--- src/rtl/scan_pkg.sv ---
// Shared constants and types for the decoder scan sequencer.
// Latency: n/a (package). Backpressure: n/a.
package scan_pkg;

    localparam int CODE_W    = 3;
    localparam int NUM_CODES = 8;

    localparam logic DIR_UP   = 1'b0;
    localparam logic DIR_DOWN = 1'b1;

    typedef logic [CODE_W-1:0] code_t;

endpackage

--- src/rtl/scan_next_code.sv ---
// Next-code generator: one step in direction DIR, or nearest enabled code when SCAN_MASK_EN is defined.
// Latency: combinational. Backpressure: none.
// found_o low means no other code is enabled and the caller must hold.
module scan_next_code
    import scan_pkg::*;
(
    input  code_t                code_i,
    input  logic                 dir_i,
`ifdef SCAN_MASK_EN
    input  logic [NUM_CODES-1:0] mask_i,
`endif
    output code_t                nxt_code_o,
    output logic                 wrap_o,
    output logic                 found_o
);

`ifdef SCAN_MASK_EN
    code_t cand;

    // Scan farthest-first so the nearest enabled candidate is the last writer.
    always_comb begin
        nxt_code_o = code_i;
        wrap_o     = 1'b0;
        found_o    = 1'b0;
        cand       = code_i;
        for (int k = NUM_CODES - 1; k >= 1; k--) begin
            cand = (dir_i == DIR_DOWN) ? code_i - code_t'(k) : code_i + code_t'(k);
            if (mask_i[cand]) begin
                nxt_code_o = cand;
                wrap_o     = (dir_i == DIR_DOWN) ? (cand > code_i) : (cand < code_i);
                found_o    = 1'b1;
            end
        end
    end
`else
    always_comb begin
        found_o = 1'b1;
        if (dir_i == DIR_DOWN) begin
            nxt_code_o = code_i - code_t'(1);
            wrap_o     = (code_i == '0);
        end else begin
            nxt_code_o = code_i + code_t'(1);
            wrap_o     = (code_i == '1);
        end
    end
`endif

endmodule

--- src/rtl/decoder_scan_sequencer.sv ---
// Registered 3-bit select sequencer for a 3-to-8 decoder: free-run dwell, single-step, load, wrap flag.
// Latency: one cycle from sampled control to CODE/WRAP/ADV. Backpressure: none, always accepts.
// Optional SCAN_MASK_EN adds MASK/VALID and skips disabled codes.
module decoder_scan_sequencer
    import scan_pkg::*;
#(
    parameter int DWELL   = 4,
    parameter int DWELL_W = 8
) (
    input  logic              CLK,
    input  logic              RESET_L,
    input  logic              EN,
    input  logic              STEP,
    input  logic              DIR,
    input  logic              LOAD,
    input  logic [CODE_W-1:0] LOAD_VAL,
`ifdef SCAN_MASK_EN
    input  logic [NUM_CODES-1:0] MASK,
    output logic              VALID,
`endif
    output logic [CODE_W-1:0] CODE,
    output logic              A,
    output logic              C,
    output logic              B,
    output logic              WRAP,
    output logic              ADV
);

    localparam logic [DWELL_W-1:0] DWELL_LAST = DWELL_W'(DWELL - 1);

    code_t              code_q, code_d;
    logic [DWELL_W-1:0] dwell_q, dwell_d;
    logic               wrap_q, wrap_d;
    logic               adv_q, adv_d;
    logic               do_adv;

    code_t              nxt_code;
    logic               nxt_wrap;
    logic               nxt_found;

    scan_next_code u_next (
        .code_i     (code_q),
        .dir_i      (DIR),
`ifdef SCAN_MASK_EN
        .mask_i     (MASK),
`endif
        .nxt_code_o (nxt_code),
        .wrap_o     (nxt_wrap),
        .found_o    (nxt_found)
    );

    always_comb begin
        code_d  = code_q;
        dwell_d = dwell_q;
        wrap_d  = 1'b0;
        adv_d   = 1'b0;
        do_adv  = 1'b0;
        if (LOAD) begin
            code_d  = LOAD_VAL;
            dwell_d = '0;
            adv_d   = (LOAD_VAL != code_q);
        end else if (EN) begin
            if (dwell_q == DWELL_LAST) begin
                dwell_d = '0;
                do_adv  = 1'b1;
            end else begin
                dwell_d = dwell_q + DWELL_W'(1);
            end
        end else if (STEP) begin
            do_adv = 1'b1;
        end
        if (do_adv && nxt_found) begin
            code_d = nxt_code;
            wrap_d = nxt_wrap;
            adv_d  = 1'b1;
        end
    end

    always_ff @(posedge CLK or negedge RESET_L) begin
        if (!RESET_L) begin
            code_q  <= '0;
            dwell_q <= '0;
            wrap_q  <= 1'b0;
            adv_q   <= 1'b0;
        end else begin
            code_q  <= code_d;
            dwell_q <= dwell_d;
            wrap_q  <= wrap_d;
            adv_q   <= adv_d;
        end
    end

`ifdef SCAN_MASK_EN
    logic valid_q, valid_d;

    assign valid_d = MASK[code_d];

    always_ff @(posedge CLK or negedge RESET_L) begin
        if (!RESET_L) begin
            valid_q <= 1'b0;
        end else begin
            valid_q <= valid_d;
        end
    end

    assign VALID = valid_q;
`endif

    assign CODE = code_q;
    assign A    = code_q[2];
    assign C    = code_q[1];
    assign B    = code_q[0];
    assign WRAP = wrap_q;
    assign ADV  = adv_q;

endmodule

--- config.mk ---
export PLATFORM = sky130hd
export DESIGN_NAME = decoder_scan_sequencer
export DESIGN_NICKNAME = d
export VERILOG_FILES = /design/src/rtl/scan_pkg.sv /design/src/rtl/scan_next_code.sv /design/src/rtl/decoder_scan_sequencer.sv
export SDC_FILE = /design/constraint.sdc
export NUM_CORES = 1
export LEC_CHECK = 0
export BUFFER_PORTS_ARGS = -buffer_cell sky130_fd_sc_hd__buf_2
export CAP_MARGIN = 20
export CORE_ASPECT_RATIO = 0.75
export CORE_MARGIN = 4
export CORE_UTILIZATION = 45
export CTS_CLUSTER_SIZE = 10
export DETAILED_ROUTE_END_ITERATION = 8
export GPL_TIMING_DRIVEN = 0
export PLACE_DENSITY = 0.7
export SYNTH_ARGS = -nofsm -noshare
export SYNTH_HDL_FRONTEND = slang
export SYNTH_SLANG_ARGS = --single-unit
--- constraint.sdc ---
create_clock -name CLK -period 1.6 [get_ports CLK]
set_clock_uncertainty 0.05 [all_clocks]
set_input_delay 0.24 -clock CLK [delete_from_list [all_inputs] [get_ports CLK]]
set_output_delay 0.24 -clock CLK [all_outputs]
set_load 0.005 [all_outputs]
==> metrics.txt, run 1 <==
DP Area=1010 sq um; Die Ht=between 40 and 50 um; Setup crit end kind=register; Peak Freq=between 600 and 700 MHz; Total Routed Length=2180 um; R2R Path Start=dwell_q[3]; sequential share of the synthesized area=approximately 37%; Max Cap Viol=0; first-pass GRT wire length=3700 um; Diodes inserted=0; io pins=17; WP data arrival=~1.7 ns; DP Wirelength=1580 um; Period minus WS final=1.62 ns; DR pass1 iterations=4; Mapped Cells=96; measured slew at the worst slew-check pin=approximately 0.66 ns; Die X=approximately 59 um; final setup margin=-0.0242 ns; Leak=approximately 0.47 nW; Rel. slew slack=55.3%; Setup CP Type=reg2reg; worst ir drop on vdd=0.000496 V; CTS buffer count=3; Remaining DRCs=0; GPL Wtd Cong=0.831; reg2reg end=CODE[0]; outcome=complete, but fails checks; met2 WL=a little over 900 um; initial antenna violation count=0; M1 WL=1070 um; CORE AREA=1810 sq um; clk_lat worst skew=roughly 0.29 ns; nets=roughly 130; startpoint type of the worst setup path=register; Hold WC Path Type=in2reg; H-tree Lvls=1; CP endpoint=CODE[0]; Most used DFF post-synth=dfrtp_1; top sig layer=met3; clock slew seen by the registers of the worst setup and hold paths=approximately 0.10 ns; Seq cells post-synth=13; vias per cell=5.75; clk sink count=13; syn_nets=108; YS warnings=0; vias in the first global route=736; Post-synth EDFFs=0; final instance area=about 1100 sq um; final slew viol count=0; final hold vios=0; RSZ-0062 raised after global routing=true; crit share post-route=102%; Critical Path RT=between 1.5 and 2 ns; mapped cell area=around 890 sq um; Synth Area per Inst=9.28 sq um; Final setup viols=2; GRT Util Overall=between 10% and 20%; Die ar.=2760 sq um; Layout Area Growth over Synthesis=24.2%; deepest clock path buffer count=2; root buffer selected by CTS=clkbuf_4; register-to-register setup slack=-0.02 ns; worst-case reg-to-reg path depth=3; Setup Slack @ Placement=-0.144 ns; failing checks=setup timing; I/O Buffers=16; ys async rst share=100%; CTS tree=yes; Remaining Overflow, GRT=0; Yosys top cell area share=36.5%; ratio of cells with drive above 1 in the final layout=35.8%; Power Density=between 700 and 800 nW/um^2; Post-DRT Antenna Nets=0; vias post-DR=817; Iter 0 DRT Violations=30; Synth area leader=dfrtp_1; largest net degree at the start of global routing=14; met3 WL=between 150 and 200 um; per-cell routed wire length=between 15 and 20 um; crit-path max FO=8; Synth area leaders=dfrtp_1 37%, nand4_1 4.9%, xnor2_1 3.9%; Setup crit start=dwell_q[3]; starting density of the core=49.3%; row cnt=13; Synth cell types=36
routing by layer:
| layer | GRT usage (%) | up-vias |
|---|---|---|
| met3 | 5.32 | 0 |
| met5 | 0 | - |
| met2 | 26.8 | 40 |
| met1 | 27.1 | 377 |
| met4 | 2.71 | 0 |
| li1 | - | 400 |
registers in the layout (all words and copies together), names as in the netlist:
signal / count
WRAP: 1
dwell_q: 8
CODE: 3
ADV: 1
report_power, final:
group,internal [mW],switching (mW),leakage [nW]
registers,0.347,0.0221,0.168
logic,0.107,0.107,0.291
clock network,0.0967,0.120,0.0150
cell families after synthesis:
kind of cell,share of synthesized area [%]
XOR/XNOR,5.90
AND/OR/NAND/NOR,27.1
adder cells (fa/ha/maj),5.06
flip-flops,36.5
buffers and inverters,8.29
AO/OA/AOI/OAI,16.0
multiplexers,1.12
how the worst min path moves through the flow:
stage / startpoint / to / slack [ns] / depth (start not counted)
2_1_floorplan: RESET_L / ADV / -0.11 / 0
3_3_place_gp: RESET_L / ADV / 0.1 / 1
3_5_place_dp: RESET_L / CODE[1] / 0.10 / 1
4_1_cts: LOAD_VAL[2] / CODE[2] / 0.17 / 3
5_1_grt: LOAD_VAL[2] / CODE[2] / 0.18 / 3
6_report: LOAD_VAL[2] / CODE[2] / 0.17 / 3
through the flow:
step                      hold slack, ns  cells  utilization, %  power [mW]  setup TNS (ns)
after floorplan                   -0.106     96               -       0.494        -0.00471
after global placement            0.0965    134            55.9       0.562          -0.948
after detailed placement           0.103    134            55.9       0.567           -1.20
after CTS                          0.168    141            60.6       0.802               0
after global routing               0.178    142            61.3       0.854          -0.357
final                              0.167    142            61.3       0.800         -0.0297
area by class of cell:
cell class              count  area (sq um)
repair buffers             22           128
clock buffers               4          26.3
inverters                   4          15.0
multi-input cells          71           538
well taps                  22          27.5
flip-flops and latches     13           329
fillers                   138           699
plain buffers               6          42.5
cells in the mapped netlist (all sizes together), types with 2 or more instances:
cell type	instances
dfrtp	13
buf	7
nand4	7
nor2	7
a21oi	6
nand2	5
o21ai	5
inv	4
nand3	4
xnor2	4
nand2b	3
nor2b	3
nor4b	3
or3	3
a22oi	2
ha	2
o2111ai	2
o211ai	2
or4b	2
xor2	2
worst max-delay path, cell delays in order, from the launching register on:
cell and delay [ns]:
dfrtp_2 0.47, or4b_4 0.63, o2111ai_2 0.24, nand3_1 0.09
what timing repair did:
| action | CTS | global route |
|---|---|---|
| endpoints found under the setup margin | 12 | 10 |
| gates resized for setup | 9 | 1 |
| setup buffers | 4 | 1 |
| pin swaps | 5 | 8 |
| hold endpoints to repair | 13 | 0 |
| hold buffers | 1 | 0 |
cell usage in the layout (no fill, tap or decap), drive strengths merged, types with 3 or more instances in the layout:
cell    netlist  routed
nand2         5       5
clkbuf        1       5
nand2b        3       3
nand4         7       7
o21ai         5       5
nand3         4       4
inv           4       4
or3           3       3
nor2b         3       3
nor4b         3       3
dfrtp        13      13
xnor2         4       4
buf           7      26
nor2          7       7
a21oi         6       6
(Power assumes the default switching activity.)
==> inputs of run 2 (changes only) <==
- SETUP_SLACK_MARGIN: not set -> 0.05
==> run 2 against run 1 <==
The run still ends with setup timing left. Die area did not move. Non-clock buffer count rose by 3. Register-to-register slack about the same. Global-route usage up 0.21 points. Maximum frequency shrank 0.32%. Combinational power about the same. Via count grew 2.8%. Cell count increased by 2.1%. Largest power group unchanged. Power down 0.14%.
==> metrics.txt, run 2 (same netlist as run 1, synthesis figures left out) <==
outcome=complete, but fails checks; failing checks=setup timing; first-pass GRT wire length=3730 um (+0.92%); Final setup viols=5 (+3); initial antenna violation count=0 (unchanged); Rel. slew slack=61.3% (+6.0 points); Total Routed Length=2250 um (+3.3%); Final Util=62.9% (+1.6 points); per-cell routed wire length=15.5 um (+1.2%); nets=136 (+2.3%); deepest clock path buffer count=2 (unchanged); crit-path max cell delay=0.47 ns (-0.16 ns); commonest non-fill, non-tap cell in the layout=buf_2; vias in the first global route=755 (+2.6%); Hold Path Depth=3 (unchanged); Setup crit end kind=register; Net Sw Frac=30.9% (-0.22 points); worst ir drop on vdd=0.000457 V (-7.9%); final setup margin=-0.0294 ns (-0.00519 ns); GPL Wtd Cong=0.813 (-2.1%); Max Cap Viol=0 (unchanged); vias post-DR=840 (+2.8%); Critical Path RT=1.71 ns (about the same); Leak=0.493 nW (+4.0%); final hold vios=0 (unchanged); reg2reg end=CODE[0]; Die X=59.4 um (unchanged); Setup CP Type=reg2reg; crit-path max FO=7 (-1); io pins=17 (unchanged); Remaining Overflow, GRT=0 (unchanged); CTS tree=yes; clk_lat worst skew=0.28 ns (about the same); CP top delay family=simple AND/OR/NAND/NOR gates; most frequent cells in the layout=17 x buf_2, 11 x dfrtp_1, 10 x buf_4; crit path cell chain=ha_2, or4b_4, buf_8, o2111ai_2, nand3_1; clk sink count=13 (unchanged); Diodes inserted=0 (unchanged); clock share of power=26.9% (-0.2 points); DP Area=1030 sq um (+1.9%); worst-case reg-to-reg path depth=5 (+2); starting density of the core=49.3% (unchanged); I/O Buffers=16 (unchanged); Critical path buffers and inverters=1 (+1); Setup crit start=dwell_q[0]; WP data arrival=1.74 ns (about the same); largest net degree at the start of global routing=14 (unchanged); vias per cell=5.79 (+0.69%); Remaining DRCs=0 (unchanged); Power Density=704 nW/um^2 (-2.7%); GRT Util Overall=18.6% (+0.21 points); Period minus WS final=1.63 ns (+0.00519 ns); Post-DRT Antenna Nets=0 (unchanged); crit share post-route=102% (+0.32 points); DR pass1 iterations=4 (unchanged); Die ar.=2760 sq um (unchanged); root buffer selected by CTS=clkbuf_4; RSZ-0062 raised after global routing=true; Die Ht=46.5 um (unchanged); cell depth of the worst setup path=5 (+2); Gate power share=26.8% (about the same); R2R Path Start=dwell_q[0]; CTS buffer count=3 (unchanged); ratio of cells with drive above 1 in the final layout=36.6% (+0.75 points); P_int=0.552 mW (+0.19%); Iter 0 DRT Violations=31 (+3.3%); final slew viol count=0 (unchanged); switching pwr=0.247 mW (-0.85%); CP endpoint=CODE[0]; Design Power=0.799 mW (-0.14%); H-tree Lvls=1 (unchanged); measured slew at the worst slew-check pin=0.573 ns (-0.0889 ns); Reg power frac=46.2% (about the same); row cnt=13 (unchanged); startpoint type of the worst setup path=register; Slowest-stage cell, CP=or4b_4; max FFs per register=8 (unchanged); Layout Area Growth over Synthesis=27.4%; final instance area=1130 sq um (+2.6%); DP Wirelength=1560 um (-1.1%); Peak Freq=614 MHz (-0.32%); Reg with most FFs=dwell_q; register-to-register setup slack=-0.03 ns (about the same); Hold WC Path Type=in2reg; CORE AREA=1810 sq um (unchanged); clock slew seen by the registers of the worst setup and hold paths=0.09 ns (about the same)
## run 2: metal layers
layer	global-route usage, %	wire [um]	vias up
li1	-	-	408
met1	26.4	1030	401
met3	5.32	184	0
met4	2.71	0	0
met5	0	0	-
met2	28.5	1040	31
## run 2: power groups by stage
stage	clock [mW]	combinational (mW)	sequential, mW
5_1_grt	0.237	0.239	0.372
2_1_floorplan	0	0.120	0.378
6_report	0.215	0.214	0.369
3_3_place_gp	0	0.184	0.381
4_1_cts	0.221	0.212	0.369
3_5_place_dp	0	0.188	0.382
## run 2: what timing repair did
action	4_1_cts	5_1_grt
endpoints found under the setup margin	12	13
setup buffers	4	2
pin swaps	6	5
gates resized for setup	5	2
hold endpoints to repair	13	0
hold buffers	1	0
## run 2: final cells by class
| type | instances | area [sq um] |
|---|---|---|
| plain buffers | 8 | 65.1 |
| clock buffers | 4 | 26.3 |
| fillers | 153 | 671 |
| inverters | 4 | 15.0 |
| multi-input cells | 71 | 538 |
| flip-flops and latches | 13 | 328 |
| well taps | 22 | 27.5 |
| repair buffers | 23 | 135 |
## run 2: worst min path at each step
stage / from / endpoint / slack (ns)
after floorplan: RESET_L / ADV / -0.11
after global placement: RESET_L / ADV / 0.1
after detailed placement: RESET_L / CODE[1] / 0.1
after CTS: LOAD_VAL[2] / CODE[2] / 0.17
after global routing: LOAD_VAL[2] / CODE[2] / 0.19
final: LOAD_VAL[2] / CODE[2] / 0.16
## run 2: through the flow
stage               setup WS [ns]  setup TNS (ns)  std cells  hold slack [ns]
floorplan                 0.00335               0         96           -0.106
global placement           -0.124          -0.935        134           0.0962
detailed placement         -0.135           -1.10        134           0.0976
CTS                       -0.0211         -0.0685        143            0.167
global route               -0.114          -0.638        145            0.190
finish                    -0.0294         -0.0899        145            0.165
## run 2: worst min-delay path, stage by stage
cell	delay [ns]
buf_2	0.10
nand2_1	0.05
nand4_1	0.08
